**src/rtl/screen_fetch_arbiter.sv**
```systemverilog
// Shares the single-port screen RAM between the CPU and a video row fetcher.
// A line_start pulse bursts one row into the line buffer, stalling the CPU for the burst only.
module screen_fetch_arbiter #(
  parameter int unsigned            ADDR_WIDTH = 16,
  parameter logic [ADDR_WIDTH-1:0]  BASE_ADDR  = 16'h0200,
  parameter int unsigned            ROW_BITS   = 5,
  parameter int unsigned            COL_BITS   = 5
) (
  input  logic                  clk,
  input  logic                  reset,
  input  logic                  line_start,
  input  logic [ROW_BITS-1:0]   fetch_row,
  input  logic                  cpu_req,
  input  logic                  cpu_we,
  input  logic [ADDR_WIDTH-1:0] cpu_addr,
  input  logic [7:0]            cpu_wdata,
  output logic                  cpu_rdy,
  output logic                  ram_en,
  output logic                  ram_we,
  output logic [ADDR_WIDTH-1:0] ram_addr,
  output logic [7:0]            ram_wdata,
  input  logic [7:0]            ram_rdata,
  output logic                  lb_we,
  output logic [COL_BITS-1:0]   lb_waddr,
  output logic [7:0]            lb_wdata,
  output logic                  fetch_busy,
  output logic                  fetch_done,
  output logic                  fetch_overrun
);

  typedef enum logic [1:0] {StIdle, StFetch, StDrain} state_e;

  state_e                state_q, state_d;
  logic [ROW_BITS-1:0]   row_q, row_d;
  logic [COL_BITS-1:0]   col_q, col_d;
  logic                  lb_we_q;
  logic [COL_BITS-1:0]   lb_waddr_q;
  logic                  fetch_done_q;
  logic                  fetch_busy_q;
  logic                  overrun_q;

  logic [ADDR_WIDTH-1:0] vid_addr;
  logic                  col_last;

  // Offset is truncated to the address width, so the sum wraps silently.
  assign vid_addr = BASE_ADDR + ADDR_WIDTH'({row_q, col_q});
  assign col_last = (col_q == '1);

  always_comb begin
    state_d   = state_q;
    row_d     = row_q;
    col_d     = col_q;
    ram_en    = cpu_req;
    ram_we    = cpu_we & cpu_req;
    ram_addr  = cpu_addr;
    ram_wdata = cpu_wdata;
    cpu_rdy   = 1'b1;
    case (state_q)
      StIdle: begin
        if (line_start) begin
          row_d   = fetch_row;
          col_d   = '0;
          state_d = StFetch;
        end
      end
      StFetch: begin
        ram_en   = 1'b1;
        ram_we   = 1'b0;
        ram_addr = vid_addr;
        cpu_rdy  = 1'b0;
        col_d    = col_q + 1'b1;
        if (col_last) begin
          state_d = StDrain;
        end
      end
      StDrain: begin
        state_d = StIdle;
      end
      default: begin
        state_d = StIdle;
      end
    endcase
  end

  always_ff @(posedge clk) begin
    if (reset) begin
      state_q      <= StIdle;
      row_q        <= '0;
      col_q        <= '0;
      lb_we_q      <= 1'b0;
      lb_waddr_q   <= '0;
      fetch_done_q <= 1'b0;
      fetch_busy_q <= 1'b0;
      overrun_q    <= 1'b0;
    end else begin
      state_q      <= state_d;
      row_q        <= row_d;
      col_q        <= col_d;
      // Read data lands one cycle after the column is issued.
      lb_we_q      <= (state_q == StFetch);
      lb_waddr_q   <= col_q;
      fetch_done_q <= (state_q == StFetch) && col_last;
      fetch_busy_q <= (state_d != StIdle);
      if (line_start && (state_q != StIdle)) begin
        overrun_q <= 1'b1;
      end
    end
  end

  assign lb_we         = lb_we_q;
  assign lb_waddr      = lb_waddr_q;
  assign lb_wdata      = ram_rdata;
  assign fetch_busy    = fetch_busy_q;
  assign fetch_done    = fetch_done_q;
  assign fetch_overrun = overrun_q;

endmodule

```
**config.mk**
```make
export PLATFORM = sky130hd
export DESIGN_NAME = screen_fetch_arbiter
export DESIGN_NICKNAME = d
export VERILOG_FILES = /design/src/rtl/screen_fetch_arbiter.sv
export SDC_FILE = /design/constraint.sdc
export NUM_CORES = 1
export LEC_CHECK = 0
export ABC_AREA = 1
export CAP_MARGIN = 25
export CORE_MARGIN = 2
export CORE_UTILIZATION = 23
export CTS_BUF_LIST = sky130_fd_sc_hd__clkbuf_8
export CTS_CLUSTER_SIZE = 14
export DETAILED_ROUTE_END_ITERATION = 7
export SLEW_MARGIN = 20
export SYNTH_ARGS = -nofsm -noshare
export SYNTH_HDL_FRONTEND = slang
export SYNTH_SLANG_ARGS = --single-unit
```
**constraint.sdc**
```tcl
create_clock -name clk -period 1.2 [get_ports clk]
set_input_delay 0.12 -clock clk [delete_from_list [all_inputs] [get_ports clk]]
set_output_delay 0.12 -clock clk [all_outputs]
set_load 0.01 [all_outputs]
```
; After elaboration in Yosys (flattened, before gate mapping)
; Index checks and enable logic that the tools add are counted.
[word_totals]
ff_bits = 21
inputBits = 42
output_inout_bits = 44
[op_classes]
n_addsub = 2
n_eq_ne = 3
muxes = 9
n_bitwise = 1
reduce_logical = 8
[ops]
columns = op, n
row1 = 2-to-1 mux 16 bit, 1
row2 = "adder 10 x 10 -> 11 bit, first input constant", 1
row3 = case mux 5 bit (2 select lines), 1
row4 = nonzero test 2 bit, 3
row5 = "adder 5 x 1 -> 5 bit, second input constant", 1
row6 = "equality test 5 bit, second input constant", 1
row7 = 2-to-1 mux 5 bit, 1
row8 = 2-to-1 mux 2 bit, 2
row9 = case mux 2 bit (2 select lines), 1
row10 = AND reduction 2 bit, 2
row11 = 2-to-1 mux 1 bit, 3
row12 = "equality test 2 x 1 -> 1 bit, second input constant", 1
row13 = logical AND 1 bit, 2
row14 = logical NOT 2 bit, 1
row15 = "!= test 2 bit, second input constant", 1
row16 = bitwise AND 1 bit, 1

; Logic depth before layout (Yosys ltp)
; Gate-level depths: netlist of the first run.
[depth]
ltp_word = 4
ltp_mapped = 7
depth_no_buf = 6

; Worst setup path before layout of the first run
; OpenSTA, ideal clock, no wires.
[synth_path]
path_kind = reg-to-reg
start = reg col_q[0]
end = reg col_q[4]
setup_ns = 0.121
arrival_time_ns = 1.047
t_required_ns = 1.079
slack_ns = 0.032
stages_incl_launch_ff = 7
n_path_buf = 0
path_cell_list = dfxtp_1 ha_1 inv_1 nor3_1 ha_1 nand2_1 o21ai_0
[synth_via]
elab_chain_cells = 2
[synth_lines]
columns = element, line
row1 = start: declaration, 35  ; logic [COL_BITS-1:0] col_q, col_d;
row2 = start signal: assignment, 98  ; col_q <= col_d;
row3 = adder 5 x 1 -> 5 bit, 71  ; col_d = col_q + 1'b1;
row4 = case mux 5 bit (2 select lines), 58  ; case (state_q)
; No other way between the ends.
; A chain may end at the register's enable or synchronous reset.

; Worst setup path after layout of the first run
[layout_path]
start = reg state_q[0]
end = out ram_addr[7]
[layout_via]
elab_chain_cells = 2
[layout_lines]
columns = element, line
row1 = start: declaration, 33  ; state_e state_q, state_d;
row2 = start signal: assignment, 87  ; state_q <= StIdle;
row3 = start signal: assignment, 96  ; state_q <= state_d;
row4 = equality test 2 x 1 -> 1 bit, 58
row5 = 2-to-1 mux 16 bit, 58
row6 = end: declaration, 20  ; output logic [ADDR_WIDTH-1:0] ram_addr,
; No other way between the ends.

==> results of run 1 <==
-- report_power, final --
part	leakage [nW]	internal (mW)	switching, mW
registers	0.174	0.723	0.0177
clock network	0.0255	0.231	0.223
logic	0.699	0.253	0.194
-- area by class of cell --
type | count | share of cell area, %
clock inverter | 1 | 0.274
timing repair buffer | 78 | 38.3
sequential | 21 | 23.6
multi-input combinational | 87 | 27.6
inverter | 19 | 4.32
tap | 52 | 3.57
clock buffer | 3 | 2.26
-- registers in the layout, summed over array words and instances, names as in the netlist --
signal and flops:
fetch_done 1, fetch_busy 1, fetch_overrun 1, lb_waddr 5
row_q 5, lb_we 1, col_q 5, state_q 2
-- worst max-delay path, stage by stage, from the launching register on --
cell,delay [ns]
dfxtp_2,0.34
inv_2,0.05
nor2_4,0.17
buf_6,0.16
buf_6,0.11
nand2_2,0.04
nand2_2,0.06
buf_6,0.10
-- worst paths after layout --
path	from	to	cells after the start
setup / recovery	state_q[0]	ram_addr[7]	7
hold / removal	ram_rdata[1]	lb_wdata[1]	0
setup reg to reg	state_q[0]	col_q[4]	9
hold reg to reg	fetch_overrun	fetch_overrun	2
-- cell families after synthesis --
| logic type | Yosys count | synth area share [%] |
|---|---|---|
| DFF | 21 | 40.2 |
| buffers and inverters | 39 | 21.1 |
| and+or+nand+nor | 65 | 26.0 |
| adders and majority gates | 2 | 2.39 |
| AOI/OAI and AO/OA | 20 | 10.4 |
-- synth_stat cells --
| cell | number |
|---|---|
| or2_2 | 1 |
| buf_2 | 2 |
| nand2_2 | 2 |
| nor2_1 | 21 |
| nor2_2 | 1 |
| ha_1 | 2 |
| nand3_1 | 5 |
| o21a_1 | 2 |
| buf_4 | 17 |
| a21oi_1 | 4 |
| inv_1 | 16 |
| nor3_1 | 1 |
| o21ai_0 | 10 |
| dfxtp_1 | 21 |
| a21oi_2 | 1 |
| inv_2 | 3 |
| buf_6 | 1 |
| o21ai_1 | 3 |
| nand2_1 | 32 |
| nand4_1 | 1 |
| nor2_4 | 1 |
-- repair_timing --
action	4_1_cts	5_1_grt
setup buffers	7	4
pin swaps	5	8
gates cloned	0	0
setup endpoints to repair	31	26
gates resized for setup	100	34
-- per-layer routing --
metal  track usage [%]  part of all wire (%)  vias to the layer above
met1              14.1                    41                      495
met5                 0                     0                        -
met2              19.1                    49                       47
li1                  -                     -                      560
met4              3.56                  0.81                        0
met3              2.67                   9.0                        2
-- per-stage QoR --
step | power [mW] | utilization (%) | setup WS, ns
after floorplan | 0.959 | - | 0.0320
after global placement | 1.15 | 37.0 | -0.277
after detailed placement | 1.15 | 37.0 | -0.320
after CTS | 1.62 | 39.1 | -0.261
after global routing | 1.73 | 41.9 | -0.286
final | 1.64 | 41.9 | -0.202
==> flow_summary_export.csv, run 1 <==
group,metric,value,unit
status,status,"finished, violations left",
status,violations,"setup timing",
drt,drt-initial-drc-count,101,
cts,cts_tree,"yes",
synth,synth_top_area_share,40.2,%
final_layout,stdcell_area,0.00182,mm²
global_route,overflow,0,
cts,hold_buffers,0,
synth,netlist_instances,147,
final_layout,area_delta_synth_final,74.4,%
placement,place.detailed.hpwl,2050,µm
timing,slew_headroom,80.3,%
final_layout,final_nets,254,
synth,synth_area_leaders,"dfxtp_1 (40%), buf_4 (12%), nand2_1 (11%)",
final_layout,layout_common_cells,"clkdlybuf4s50_1 (25), nand2_1 (19), nor2_1 (18), buf_4 (18), dfxtp_1 (17)",
timing,hold_violations,0,
floorplanning,die_height,71.4,µm
worst_setup_path,cp_max_fo,6,
placement,post_dp_cell_area,0.00161,mm²
worst_setup_path,required,1.08,ns
final_layout,fill_cells,445,
placement,placed_cells,248,
cts,htree_levels,1,
floorplanning,ioPinCount,86,
final_layout,multi_input_area,504,µm²
cts,root_buffer,"clkbuf_8",
synth,yosysWarnings,0,
worst_setup_path,critPathCaptureType,"output pin",
power,p_per_area,899,mW/mm²
placement,routabilityCongestion,0.758,
global_route,grt_max_degree,18,
global_route,grt_usage,11.3,%
drt,postRouteAntennaNets,0,
cts,cts_made_buffers,3,
power,ir_worst_vdd,323,µV
synth,synthDistinctLibCells,21,
drt,wirelength,2830,µm
timing,setup_ws,-0.202,ns
global_route,grt_pass1_wl,4690,µm
timing,clock.fmax,0.713,GHz
drt,wl_per_cell,10.9,µm
synth,synth-seq-cells,21,
global_route,antenna_found_initial,0,
timing,clock_skew,0.000679,ns
drt,vias_per_cell,4.23,
synth,syn_avg_cell_area,7.12,µm²
cts,clk_latency,0.26,ns
floorplanning,start_util,24.0,%
power,cellLeakagePower,0.899,nW
synth,yosys.area.top_type,"dfxtp_1",
timing,min_period_over_period,117,%
synth,seq_area_frac_synth,40.2,%
cts,clockBufferDepth,2,
timing,finalCriticalPeriod,1.40,ns
timing,finalSetupViolCount,21,
worst_setup_path,cp.arrival,1.28,ns
timing,slew_violations,0,
worst_hold_path,min_path_type,"primary input to output pin",
floorplanning,rows,24,
final_layout,drive_gt1_share,38.3,%
run,maxCapViolCount,0,
drt,drc_errors,0,
timing,hold_slack,0.240,ns
final_layout,instances_no_fill,261,
timing,worstMarginPinSlew,0.296,ns
synth,syn_area,0.00105,mm²
timing,rsz0062_at_grt,"yes",
final_layout,register_area,430,µm²
global_route,grt_pass1_vias,1061,
synth,synth_nets,191,
floorplanning,die-area,0.00510,mm²
final_layout,final_common_cell,"clkdlybuf4s50_1",
worst_setup_path,crit_type,"flip-flop to output pin",
cts,cts_num_sinks,21,
floorplanning,die_w,71.4,µm
worst_setup_path,r2r_slack,-0.03,ns
placement,port_buffers,53,
drt,via_count,1104,
drt,first_pass_iters,4,
timing,setup_tns,-2.90,ns
final_layout,n_antenna_cell,0,
worst_setup_path,setup.worst_path.start_class,"flip-flop",
cts,clkSlewWorstSetupHoldPaths,0.07,ns
floorplanning,core,0.00435,mm²
Note: power is estimated with default switching activity, not from simulation.
==> run 2: changes to the inputs <==
SKIP_LAST_GASP = 1   (was not set)
==> run 2 against run 1 <==
Against the previous run:
- the run still ends with setup timing left
- critical endpoint unchanged
- clock skew is 0.0010 ns higher
- critical path depth is 1 higher
- die area stayed put
- highest routed layer unchanged
==> flow_summary_export.csv, run 2 (same netlist as run 1, synthesis figures left out) <==
group,metric,value,unit
power,p_per_area,902,mW/mm²
final_layout,final_common_cell,"clkdlybuf4s50_1",
cts,cts_num_sinks,21,
drt,postRouteAntennaNets,0,
final_layout,final_nets,261,
timing,setup_ws,-0.285,ns
worst_setup_path,critPathMaxStageDelay,0.34,ns
drt,drt-initial-drc-count,54,
status,violations,"setup timing",
timing,finalCriticalPeriod,1.49,ns
global_route,grt_usage,11.2,%
timing,min_period_over_period,124,%
cts,htree_levels,1,
drt,wl_met3,232,µm
worst_setup_path,rr_worst_depth,10,
worst_setup_path,required,1.08,ns
drt,first_pass_iters,6,
cts,cts_made_buffers,3,
floorplanning,rows,24,
status,status,"finished, violations left",
worst_setup_path,critPathCaptureType,"output pin",
worst_setup_path,setup.worst_path.start_class,"flip-flop",
placement,place.detailed.hpwl,2050,µm
power,ir_worst_vdd,326,µV
final_layout,layout_common_cells,"clkdlybuf4s50_1 (25), buf_4 (24), nand2_1 (20)",
global_route,grt_max_degree,18,
drt,wirelength,3050,µm
timing,setup_tns,-3.83,ns
timing,clock.fmax,0.673,GHz
floorplanning,ioPinCount,86,
timing,hold_violations,0,
placement,post_dp_cell_area,0.00161,mm²
cts,cts_tree,"yes",
worst_setup_path,crit_type,"flip-flop to output pin",
global_route,grt_pass1_vias,1042,
floorplanning,core,0.00435,mm²
final_layout,fill_cells,440,
drt,wl_met1,1240,µm
placement,routabilityCongestion,0.758,
floorplanning,die-area,0.00510,mm²
timing,clock_skew,0.00168,ns
final_layout,drive_gt1_share,41.7,%
drt,top_layer,"met4",
timing,slew_violations,0,
worst_setup_path,cp_slowest_cell,"dfxtp_2",
cts,clk_latency,0.26,ns
floorplanning,die_height,71.4,µm
worst_setup_path,crit_path_cell_trace,"inv_2 > nor2_4 > clkinv_4 > buf_6 > buf_4 > nand2_2 > nand2_2 > buf_6",
final_layout,stdcell_area,0.00186,mm²
worst_hold_path,whs_path_depth,0,
timing,worstMarginPinSlew,0.301,ns
global_route,overflow,0,
cts,clkSlewWorstSetupHoldPaths,0.07,ns
drt,wl_per_cell,11.4,µm
timing,rsz0062_at_grt,"yes",
global_route,antenna_found_initial,0,
final_layout,area_delta_synth_final,77.6,%
floorplanning,start_util,24.0,%
drt,drc_errors,0,
run,maxCapViolCount,0,
global_route,grt_pass1_wl,4640,µm
final_layout,n_antenna_cell,0,
worst_hold_path,min_path_type,"primary input to output pin",
cts,hold_buffers,0,
drt,via_count,1137,
cts,root_buffer,"clkbuf_8",
placement,port_buffers,53,
timing,finalSetupViolCount,24,
floorplanning,die_w,71.4,µm
timing,slew_headroom,79.9,%
drt,vias_per_cell,4.24,
worst_setup_path,cp_max_fo,5,
worst_setup_path,cp.arrival,1.37,ns
power,cellLeakagePower,0.903,nW
drt,dr_wl_met2,1520,µm
cts,clockBufferDepth,2,
[run 2: cell type report]
class                      instances  area, µm²  area share (%)
inverter                          19       78.8            4.24
tap                               52       65.1            3.50
timing repair buffer              85        738            39.7
clock inverter                     1       5.00           0.269
multi-input combinational         87        499            26.9
sequential                        21        430            23.2
clock buffer                       3       41.3            2.22
[run 2: path summary, 6_finish.rpt]
kind | slack (ns) | endpoint | startpoint
max reg2reg | -0.09 | col_q[4] | state_q[0]
min | 0.24 | lb_wdata[1] | ram_rdata[1]
min reg2reg | 0.46 | fetch_overrun | fetch_overrun
max | -0.29 | ram_addr[7] | state_q[0]
[run 2: stage by stage]
stage / instances / utilization [%] / hold slack, ns / power, mW / setup slack (ns)
floorplan: 147 / - / 0.255 / 0.959 / 0.0320
global placement: 248 / 37.0 / 0.240 / 1.15 / -0.277
detailed placement: 248 / 37.0 / 0.240 / 1.15 / -0.320
CTS: 259 / 38.9 / 0.240 / 1.62 / -0.261
global route: 268 / 42.7 / 0.240 / 1.76 / -0.339
finish: 268 / 42.7 / 0.240 / 1.68 / -0.285
[run 2: power breakdown]
part           internal, mW  switching [mW]
clock network         0.231           0.230
logic                 0.272           0.203
registers             0.723          0.0179
total                  1.23           0.450
[run 2: routing by layer]
layer  vias to the layer above  GRT usage (%)
li1                        573              -
met1                       515           14.1
met2                        39           18.8
met3                        10           2.67
met4                         0           3.56
met5                         -              0
[run 2: timing repair]
action | 4_1_cts | 5_1_grt
pin swaps | 4 | 6
setup endpoints to repair | 31 | 27
resized for setup | 86 | 54
cloned | 0 | 0
setup buffers | 7 | 10
[run 2: worst max-delay path: cells and delay by family, from the launching register on]
family / cells / cell delay [ns]
buf+inv: 5 / 0.52
flops: 1 / 0.34
simple gates: 3 / 0.25
==> run 3: changes to the inputs <==
ABC_CLOCK_PERIOD_IN_PS = 1200   (was not set)
CORE_UTILIZATION = 30   (was 23)
PLACE_DENSITY = 0.78   (was not set)
==> run 3 against run 2 <==
Against the previous run:
- the flow still finishes with violations (setup timing)
- cell area up 3.3%
- sequential power about the same
- setup slack gained 0.021 ns
- utilization grew 15 points
- critical path type unchanged
- clock skew barely moved
- count of clock-buffer cells in the layout unchanged
- maximum frequency rose by 1.5%
- flip-flop and latch count stayed put
==> flow_summary_export.csv, run 3 (same netlist as run 1, synthesis figures left out) <==
group,metric,value,unit
worst_setup_path,cp_max_fo,5,
power,p_per_area,893,mW/mm²
cts,clockBufferDepth,2,
global_route,grt_max_degree,13,
worst_setup_path,cp_slowest_cell,"dfxtp_2",
placement,port_buffers,53,
final_layout,drive_gt1_share,45.1,%
timing,finalSetupViolCount,24,
floorplanning,start_util,31.3,%
worst_setup_path,cp.arrival,1.34,ns
global_route,overflow,0,
global_route,antenna_found_initial,0,
worst_setup_path,rr_worst_depth,7,
timing,hold_violations,0,
worst_setup_path,r2r_end,"state_q[0]",
timing,rsz0062_at_grt,"yes",
placement,placed_cells,247,
floorplanning,rows,21,
worst_setup_path,crit_path_cell_trace,"inv_2 > nor2_4 > clkinvlp_4 > o21ai_2 > buf_2",
worst_setup_path,crit_type,"flip-flop to output pin",
worst_setup_path,reg2reg_from,"state_q[0]",
cts,clk_latency,0.26,ns
power,ir_worst_vdd,433,µV
cts,cts_num_sinks,21,
drt,postRouteAntennaNets,0,
cts,cts_made_buffers,3,
drt,first_pass_iters,4,
global_route,grt_pass1_wl,4660,µm
placement,routabilityCongestion,0.757,
worst_hold_path,min_path_type,"primary input to output pin",
final_layout,final_common_cell,"clkdlybuf4s50_1",
worst_setup_path,crit_path_end,"ram_addr[9]",
cts,root_buffer,"clkbuf_8",
cts,cts_tree,"yes",
cts,hold_buffers,0,
drt,drc_errors,0,
worst_setup_path,critPathMaxStageDelay,0.33,ns
worst_setup_path,critPathCaptureType,"output pin",
status,status,"finished, violations left",
final_layout,instances_no_fill,259,
floorplanning,die-area,0.00398,mm²
floorplanning,die_height,63.1,µm
drt,wirelength,3060,µm
status,violations,"setup timing",
power,total_power,1.71,mW
floorplanning,die_w,63.1,µm
timing,slew_violations,0,
timing,worstMarginPinSlew,0.253,ns
drt,drt-initial-drc-count,20,
cts,htree_levels,1,
floorplanning,core,0.00334,mm²
final_layout,layout_common_cells,"clkdlybuf4s50_1 (25), nand2_1 (20), buf_6 (18)",
drt,via_count,1133,
drt,vias_per_cell,4.37,
worst_setup_path,critPathLaunch,"state_q[0]",
floorplanning,ioPinCount,86,
worst_setup_path,r2r_slack,-0.14,ns
drt,wl_per_cell,11.8,µm
power,cellLeakagePower,0.919,nW
timing,finalCriticalPeriod,1.46,ns
cts,clkSlewWorstSetupHoldPaths,0.08,ns
final_layout,final_nets,258,
timing,setup_ws,-0.264,ns
final_layout,n_antenna_cell,0,
global_route,grt_pass1_vias,1060,
timing,clock.fmax,0.683,GHz
timing,min_period_over_period,122,%
global_route,grt_usage,14.7,%
final_layout,area_delta_synth_final,83.5,%
timing,clock_skew,0.00193,ns
placement,place.detailed.hpwl,2040,µm
run,maxCapViolCount,0,
timing,slew_headroom,83.1,%
worst_setup_path,required,1.08,ns
worst_setup_path,setup.worst_path.start_class,"flip-flop",
[run 3: worst min-delay path by stage]
stage	depth (start not counted)	start	to	slack, ns
6_report	0	ram_rdata[3]	lb_wdata[3]	0.24
3_3_place_gp	0	ram_rdata[4]	lb_wdata[4]	0.24
2_1_floorplan	2	fetch_row[0]	row_q[0]	0.25
4_1_cts	0	ram_rdata[4]	lb_wdata[4]	0.24
3_5_place_dp	0	ram_rdata[4]	lb_wdata[4]	0.24
5_1_grt	0	ram_rdata[5]	lb_wdata[5]	0.24
[run 3: metal layers]
metal | wire, µm | vias to the layer above | global-route usage, % | part of all wire, %
li1 | - | 569 | - | -
met1 | 1300 | 517 | 17.2 | 42
met2 | 1550 | 38 | 25.5 | 51
met3 | 137 | 9 | 3.04 | 4.5
met4 | 74 | 0 | 6.67 | 2.4
met5 | 0 | - | 0 | 0
[run 3: through the flow]
step | hold WS (ns) | TNS (ns) | setup WS [ns] | util (%) | area (µm²)
6_report | 0.240 | -4.45 | -0.264 | 57.5 | 1920
5_1_grt | 0.240 | -6.40 | -0.346 | 57.5 | 1920
4_1_cts | 0.240 | -4.32 | -0.258 | 52.4 | 1750
3_5_place_dp | 0.240 | -4.39 | -0.283 | 49.2 | 1640
3_3_place_gp | 0.240 | -3.98 | -0.243 | 49.2 | 1640
2_1_floorplan | 0.255 | 0 | 0.0320 | - | 1050
[run 3: worst max-delay path, delay by kind of cell, from the launching register on]
kind	cells	cell delay [ns]
simple gates	1	0.21
flops	1	0.33
buf+inv	3	0.38
compound gates	1	0.15
[run 3: layout make-up]
| type | instances | area, µm² |
|---|---|---|
| timing repair inverter | 1 | 7.51 |
| clock buffer | 3 | 41.3 |
| inverter | 19 | 73.8 |
| multi-input combinational | 87 | 559 |
| tap | 46 | 57.6 |
| fill | 297 | 1420 |
| sequential | 21 | 428 |
| clock inverter | 1 | 5.00 |
| timing repair buffer | 81 | 747 |
[run 3: power by group]
| group | switching [mW] | internal, mW |
|---|---|---|
| Clock | 0.237 | 0.231 |
| Combinational | 0.221 | 0.283 |
| Sequential | 0.0174 | 0.724 |
| Total | 0.476 | 1.24 |
[run 3: timing repair]
action,in CTS,in global routing
pin swaps,5,11
buffers inserted,6,2
setup endpoints to repair,32,28
cloned,1,0
gates resized for setup,115,38
